[src/rtl/convt1d_k1_ser.sv]
// ============================================================================
// convt1d_k1_ser -- serialized 1-in / 2-out transposed 1x1 convolution
//
// Each accepted single-channel sample is multiplied by two fixed signed
// weights (W0 for channel 0, W1 for channel 1). Each full-precision product
// is arithmetically shifted right by SHIFT and wrapped to DATA_WIDTH bits.
// The two results are emitted one after the other on a single output
// stream: the channel-0 beat first, then the channel-1 beat.
//
// Ports
//   clk        in   1           rising-edge clock
//   rst        in   1           synchronous active-high reset
//   in_valid   in   1           din / in_last carry a sample
//   in_ready   out  1           block accepts a sample this cycle
//   din        in   DATA_WIDTH  signed input sample
//   in_last    in   1           last sample of a frame
//   out_valid  out  1           dout / dout_ch / out_last are valid
//   out_ready  in   1           downstream takes the current beat
//   dout       out  DATA_WIDTH  signed output beat
//   dout_ch    out  1           channel of the current beat
//   out_last   out  1           final beat of a frame (channel-1 beat only)
//
// Timing
//   Both results are computed from din and registered in the accept cycle,
//   so din may change freely afterwards. The channel-0 beat is presented in
//   the cycle after the accept. A new sample can be accepted in the same
//   cycle the channel-1 beat is taken, giving one input every two cycles
//   and one output beat every cycle when out_ready stays high.
// ============================================================================
module convt1d_k1_ser #(
    parameter int DATA_WIDTH = 16,
    parameter int W0         = 3,
    parameter int W1         = 5,
    parameter int SHIFT      = 5
) (
    input  logic                         clk,
    input  logic                         rst,
    input  logic                         in_valid,
    output logic                         in_ready,
    input  logic signed [DATA_WIDTH-1:0] din,
    input  logic                         in_last,
    output logic                         out_valid,
    input  logic                         out_ready,
    output logic signed [DATA_WIDTH-1:0] dout,
    output logic                         dout_ch,
    output logic                         out_last
);

    localparam int PROD_WIDTH = 2 * DATA_WIDTH;
    localparam int NUM_CH     = 2;

    typedef enum logic [1:0] {
        IDLE = 2'd0,
        CH0  = 2'd1,
        CH1  = 2'd2
    } state_t;

    state_t state_reg;
    state_t state_next;

    logic in_hs;
    logic out_hs;
    logic last_reg;

    // Combinational per-channel results and their registered copies.
    logic signed [DATA_WIDTH-1:0] beat_calc [NUM_CH];
    logic signed [DATA_WIDTH-1:0] beat_q    [NUM_CH];

    // ------------------------------------------------------------------------
    // Handshakes
    // ------------------------------------------------------------------------
    assign in_hs  = in_valid & in_ready;
    assign out_hs = out_valid & out_ready;

    // ------------------------------------------------------------------------
    // Per-channel multiply, scale and result register
    // ------------------------------------------------------------------------
    genvar gi;
    generate
        for (gi = 0; gi < NUM_CH; gi++) begin : g_ch
            localparam int WEIGHT = (gi == 0) ? W0 : W1;
            localparam logic signed [DATA_WIDTH-1:0] WEIGHT_C = DATA_WIDTH'(WEIGHT);

            logic signed [PROD_WIDTH-1:0] prod;
            logic signed [DATA_WIDTH-1:0] beat_reg;

            // Both operands are widened to the full product width first so the
            // multiply is exact; the shift is arithmetic (floor rounding) and
            // the final narrowing cast keeps bits [DATA_WIDTH+SHIFT-1:SHIFT],
            // i.e. the result wraps on overflow rather than saturating.
            assign prod            = PROD_WIDTH'(WEIGHT_C) * PROD_WIDTH'(din);
            assign beat_calc[gi]   = DATA_WIDTH'(prod >>> SHIFT);

            always_ff @(posedge clk) begin
                if (rst) begin
                    beat_reg <= '0;
                end else if (in_hs) begin
                    beat_reg <= beat_calc[gi];
                end
            end

            assign beat_q[gi] = beat_reg;
        end
    endgenerate

    // Frame marker travels with the sample; it only surfaces on the ch1 beat.
    always_ff @(posedge clk) begin
        if (rst) begin
            last_reg <= 1'b0;
        end else if (in_hs) begin
            last_reg <= in_last;
        end
    end

    // ------------------------------------------------------------------------
    // FSM: state register
    // ------------------------------------------------------------------------
    always_ff @(posedge clk) begin
        if (rst) begin
            state_reg <= IDLE;
        end else begin
            state_reg <= state_next;
        end
    end

    // ------------------------------------------------------------------------
    // FSM: outputs
    // in_ready is held low during reset so that no handshake can complete
    // while the block is being cleared. In CH1 a new sample is only taken
    // when the ch1 beat leaves in the same cycle, so no result is overwritten
    // before it has been delivered.
    // ------------------------------------------------------------------------
    always_comb begin
        in_ready  = 1'b0;
        out_valid = 1'b0;
        dout_ch   = 1'b0;
        dout      = '0;
        out_last  = 1'b0;
        case (state_reg)
            IDLE: begin
                in_ready = ~rst;
            end
            CH0: begin
                out_valid = 1'b1;
                dout      = beat_q[0];
            end
            CH1: begin
                in_ready  = out_ready & ~rst;
                out_valid = 1'b1;
                dout_ch   = 1'b1;
                dout      = beat_q[1];
                out_last  = last_reg;
            end
            default: begin
                in_ready = 1'b0;
            end
        endcase
    end

    // ------------------------------------------------------------------------
    // FSM: next state
    // ------------------------------------------------------------------------
    always_comb begin
        state_next = state_reg;
        case (state_reg)
            IDLE: begin
                if (in_hs) begin
                    state_next = CH0;
                end
            end
            CH0: begin
                if (out_hs) begin
                    state_next = CH1;
                end
            end
            CH1: begin
                if (out_hs) begin
                    // Back-to-back pair: the new sample was loaded this cycle.
                    state_next = in_hs ? CH0 : IDLE;
                end
            end
            default: begin
                state_next = IDLE;
            end
        endcase
    end

endmodule

[config.mk]
export PLATFORM = sky130hd
export DESIGN_NAME = convt1d_k1_ser
export DESIGN_NICKNAME = d
export VERILOG_FILES = /design/src/rtl/convt1d_k1_ser.sv
export SDC_FILE = /design/constraint.sdc
export NUM_CORES = 1
export LEC_CHECK = 0
export BUFFER_PORTS_ARGS = -buffer_cell sky130_fd_sc_hd__buf_4
export CAP_MARGIN = 10
export CORE_AREA = 10 10 89 91
export CTS_CLUSTER_SIZE = 8
export DETAILED_ROUTE_END_ITERATION = 12
export DIE_AREA = 0 0 99 101
export HOLD_SLACK_MARGIN = 0.03
export PLACE_DENSITY = 0.79
export SYNTH_ARGS = -nofsm -noshare
export SYNTH_HDL_FRONTEND = slang
export SYNTH_SLANG_ARGS = --single-unit
[constraint.sdc]
create_clock -name clk -period 2.21 [get_ports clk]
set_input_delay 0.221 -clock clk [delete_from_list [all_inputs] [get_ports clk]]
set_output_delay 0.221 -clock clk [all_outputs]
set_load 0.1 [all_outputs]
# [Word level (Yosys, flattened, before mapping)]
# Cells that the tools add are included.
[word_totals] reg_bits=35 inputBits=21 output_inout_bits=20 word_cells=28
[classes] multipliers=2 eq_ne=5 muxes=10 n_bitwise=4 reduce_logical=3
[ops] operator="case mux 16 bit (2 select lines)" count=1
[ops] operator="multiplier 4 x 16 -> 20 bit, first input constant" count=1
[ops] operator="multiplier 3 x 16 -> 19 bit, first input constant" count=1
[ops] operator="two-way mux 2 bit" count=3
[ops] operator="inequality test 2 bit, second input constant" count=3
[ops] operator="case mux 2 bit (3 select lines)" count=1
[ops] operator="two-way mux 1 bit" count=4
[ops] operator="AND 1 bit" count=3
[ops] operator="AND reduction 3 bit" count=1
[ops] operator="equality test 2 x 1 -> 1 bit, second input constant" count=1
[ops] operator="equality test 2 bit, second input constant" count=1
[ops] operator="zero test 2 bit" count=1
[ops] operator="case mux 1 bit (2 select lines)" count=1
[ops] operator="OR reduction 2 bit" count=1
[ops] operator="inverter 1 bit" count=1

# [Logic depth before layout (Yosys ltp)]
[logic_depth] word_depth=7 ltp_mapped=10 mapped_depth_nobuf=8

# [Least setup slack after synthesis]
# OpenSTA, ideal clock, no wires.
[synth_timing] path_type="reg-to-output" start="reg state_reg[0]" end="out dout[15]" arrival_time_ps=4662 t_required_ps=1989 slack_ps=-2673 path_stages_with_launch=8 n_path_buf=3 cell_sequence="dfxtp_1 inv_1 ha_1 buf_4 clkbuf_1 nand2_1 a21boi_0 buf_4"
[synth_via] elab_chain_cells=2 word_cells_on_any_way=3 classes_between="eq/ne: 2; mux: 1"
[synth_rtl] item="start: declaration" line="58" text="state_t state_reg;"
[synth_rtl] item="start signal: assignment" line="122" text="state_reg <= state_next;"
[synth_rtl] item="equality test 2 bit or equality test 2 x 1 -> 1 bit (tied branches)" line="139" text="case (state_reg)"
[synth_rtl] item="case mux 16 bit (2 select lines) *" line="139"
[synth_rtl] item="end: declaration" line="44" text="output logic signed [DATA_WIDTH-1:0] dout,"
# Mark *: on every way between the ends. The rest lies on a longest branch, timed or not.

# [Final worst setup path]
[layout_timing] start="in din[4]" end="reg g_ch[0].beat_reg[12]"
[layout_via] elab_chain_cells=1
[layout_rtl] item="start: declaration" line="40" text="input logic signed [DATA_WIDTH-1:0] din,"
[layout_rtl] item="multiplier 3 x 16 -> 19 bit" line="91" text="assign prod = PROD_WIDTH'(WEIGHT_C) * PROD_WIDTH'(din);"
[layout_rtl] item="end signal: assignment" line="98" text="beat_reg <= beat_calc[gi];"
[layout_rtl] item="end: declaration" line="85" text="logic signed [DATA_WIDTH-1:0] beat_reg;"
# Every way passes these cells.
# A chain may end at the register's enable or synchronous reset.

==> flow_metrics.env <==
export IMPL_drt_initial_drc_count=119
export IMPL_clock_path_buffers=2
export IMPL_routed_via_density=5.660
export IMPL_status="complete, no violations"
export IMPL_cts_made_buffers=5
export IMPL_grt_pass1_vias=2767
export IMPL_async_flop_share=0
export IMPL_ant_nets=0
export IMPL_tightest_slew_ns=0.4347
export IMPL_worstPathRequired_ns=2.38
export IMPL_die_area_sq_um=9999
export IMPL_intPower_mw=1.869
export IMPL_crit_fanout=5
export IMPL_setup_slack_ns=0.1254
export IMPL_leakage_nw=1.734
export IMPL_crit_end="g_ch[0].beat_reg[12]"
export IMPL_finalHoldViolCount=0
export IMPL_clock_sinks=32
export IMPL_grt_usage=0.1467
export IMPL_synth_compound_area_share=0.2398
export IMPL_synth_simple_gate_area_frac=0.2084
export IMPL_timing_final_crit_period_ns=2.085
export IMPL_grt_max_degree=41
export IMPL_ioPinCount=41
export IMPL_rsz0062_at_grt="yes"
export IMPL_fmax_mhz=479.7
export IMPL_vias=2926
export IMPL_yosysSeqAreaShare=0.2117
export IMPL_final_area_sq_um=4003
export IMPL_drtPass1Iterations=4
export IMPL_routed_wirelength_um=7516
export IMPL_largest_register_ffs=29
export IMPL_synthFlopType="dfxtp_1"
export IMPL_start_kind="primary input"
export IMPL_grt_overflow=0
export IMPL_holdBufCountCts=0
export IMPL_synth_edf_count=0
export IMPL_max_slew_margin=0.7102
export IMPL_syn_area_sq_um=3027
export IMPL_crit_type="in2reg"
export IMPL_wl_per_cell_um=14.54
export IMPL_fin_nets=517
export IMPL_drv_cap=0
export IMPL_gp_congestion=0.8960
export IMPL_nFillCells=533
export IMPL_arrival_ns=2.26
export IMPL_clk_pin_slew_ns=0.07
export IMPL_synth_fa_ha_area_frac=0.2356
export IMPL_start_util=0.4878
export IMPL_dp_hpwl_um=6133
export IMPL_finalCritPeriodShare=0.9433
export IMPL_drive_gt1_frac=0.3273
export IMPL_drcViolationCount=0
export IMPL_yosysWarnings=0
export IMPL_cts_htree_levels=2
export IMPL_pre_cts_slack_ns=-0.1941
export IMPL_synth_distinct_cells=59
export IMPL_pwr_share_clk=0.191
export IMPL_synth_nets=434
export IMPL_area_growth_pct=32.24
export IMPL_synthMuxAreaShare=0.006614
export IMPL_startpoint="din[4]"
export IMPL_placed_cell_area_sq_um=3802
export IMPL_grt_pass1_wl_um=12580
export IMPL_seq_power_share=0.256
export IMPL_skew_ns=0.006848
export IMPL_vdd_ir_drop_max_v=0.0008033
export IMPL_antenna_cells=0
export IMPL_antenna_found_initial=0
export IMPL_most_common_layout_cells="buf_4 (88), ha_1 (51), dfxtp_1 (32)"
export IMPL_p_switching_mw=1.351
export IMPL_portBuffers=40
export IMPL_root_buffer="clkbuf_8"
export IMPL_die_width_um=99
export IMPL_switching_share=0.4195
export IMPL_cts_tree="yes"
export IMPL_synth_top_family_by_area="compound AO/OA/AOI/OAI gates"
export IMPL_final_common_cell="buf_4"
export IMPL_die_h_um=101
export IMPL_synth_xor_area_frac=0.05788
export IMPL_setup_viol=0
export IMPL_rrSetupSlack_ns=0.32
export IMPL_fp_coreArea_sq_um=6205
export IMPL_hp_class="in2reg"
export IMPL_end_kind="flip-flop"
export IMPL_slew_viol_final=0
export IMPL_ys_ff_latch=32
export IMPL_r2r_end="g_ch[0].beat_reg[7]"
export IMPL_r2r_start="state_reg[1]"
export IMPL_placementRows=29
export IMPL_setup_tns_ns=0
export IMPL_pwr_share_comb=0.553
export IMPL_p_per_area_nw_per_um2=804.4
export IMPL_hold_ws_ns=0.1055
export IMPL_netlist_instances=356
export IMPL_postSynthAreaPerCell_sq_um=8.502
export IMPL_clock_latency_ns=0.29
export IMPL_reg2regPathDepth=7
cell usage after synthesis (9+ instances only):
cell | n | area [sq um]
ha_1 | 57 | 713.2
dfxtp_1 | 32 | 640.6
o21ai_0 | 27 | 135.1
nand2_1 | 26 | 97.59
nand3_1 | 25 | 125.1
nor2b_1 | 18 | 112.6
a21oi_1 | 17 | 85.08
nor2_1 | 15 | 56.30
a22oi_1 | 13 | 97.59
xnor2_1 | 13 | 113.9
nor3_1 | 9 | 45.04
critical path, stage by stage:
cell,delay [ns]
buf_4,0.13
buf_4,0.12
ha_1,0.32
ha_4,0.28
nor2_1,0.06
a2111oi_4,0.43
a21oi_2,0.14
nor3_2,0.22
mux2i_1,0.26
nand2_1,0.07
cell type report:
class | instances | area (sq um) | share of cell area
Inverter | 8 | 30.03 | 0.007502
Clock inverter | 1 | 30.03 | 0.007502
Tap cell | 77 | 96.34 | 0.02407
Multi-Input combinational cell | 300 | 2382 | 0.5952
Clock buffer | 7 | 96.34 | 0.02407
Timing Repair Buffer | 92 | 726.9 | 0.1816
Sequential cell | 32 | 640.6 | 0.1600
routing by layer:
layer / vias to the layer above / share of wire / routed length (um) / track usage
li1: 1486 / - / - / -
met1: 1362 / 0.48 / 3587 / 0.1883
met2: 70 / 0.45 / 3402 / 0.2405
met3: 8 / 0.056 / 418 / 0.02606
met4: 0 / 0.014 / 108 / 0.04961
met5: - / 0 / 0 / 0
how the worst min path moves through the flow:
stage	start	to	slack, ns	cells after the start
after floorplan	rst	state_reg[0]	0.29	1
after global placement	in_last	last_reg	0.41	3
after detailed placement	in_last	last_reg	0.41	3
after CTS	in_last	last_reg	0.11	3
after global routing	in_last	last_reg	0.12	3
final	in_last	last_reg	0.11	3
what timing repair did:
| action | CTS | global route |
|---|---|---|
| resized for setup | 0 | 9 |
| buffers inserted | 0 | 1 |
| setup endpoints to repair | 0 | 2 |
metrics by stage:
| step | instances | utilization | power (mW) |
|---|---|---|---|
| detailed placement | 508 | 0.6128 | 2.589 |
| global route | 517 | 0.6451 | 3.438 |
| CTS | 516 | 0.6332 | 3.206 |
| floorplan | 356 | - | 2.100 |
| finish | 517 | 0.6451 | 3.220 |
| global placement | 508 | 0.6128 | 2.548 |
power by group through the flow:
stage | registers [mW] | clock network, mW | logic [mW]
finish | 0.824 | 0.615 | 1.78
CTS | 0.822 | 0.622 | 1.76
floorplan | 0.807 | 0 | 1.29
global placement | 0.828 | 0 | 1.72
detailed placement | 0.836 | 0 | 1.75
global route | 0.842 | 0.644 | 1.95
cell families after synthesis:
| group | after synthesis |
|---|---|
| compound gates | 102 |
| xor+xnor | 20 |
| fa+ha+maj | 57 |
| buf+inv | 24 |
| flops | 32 |
| mux | 2 |
| simple gates | 119 |
Note: power is estimated with default switching activity, not from simulation.
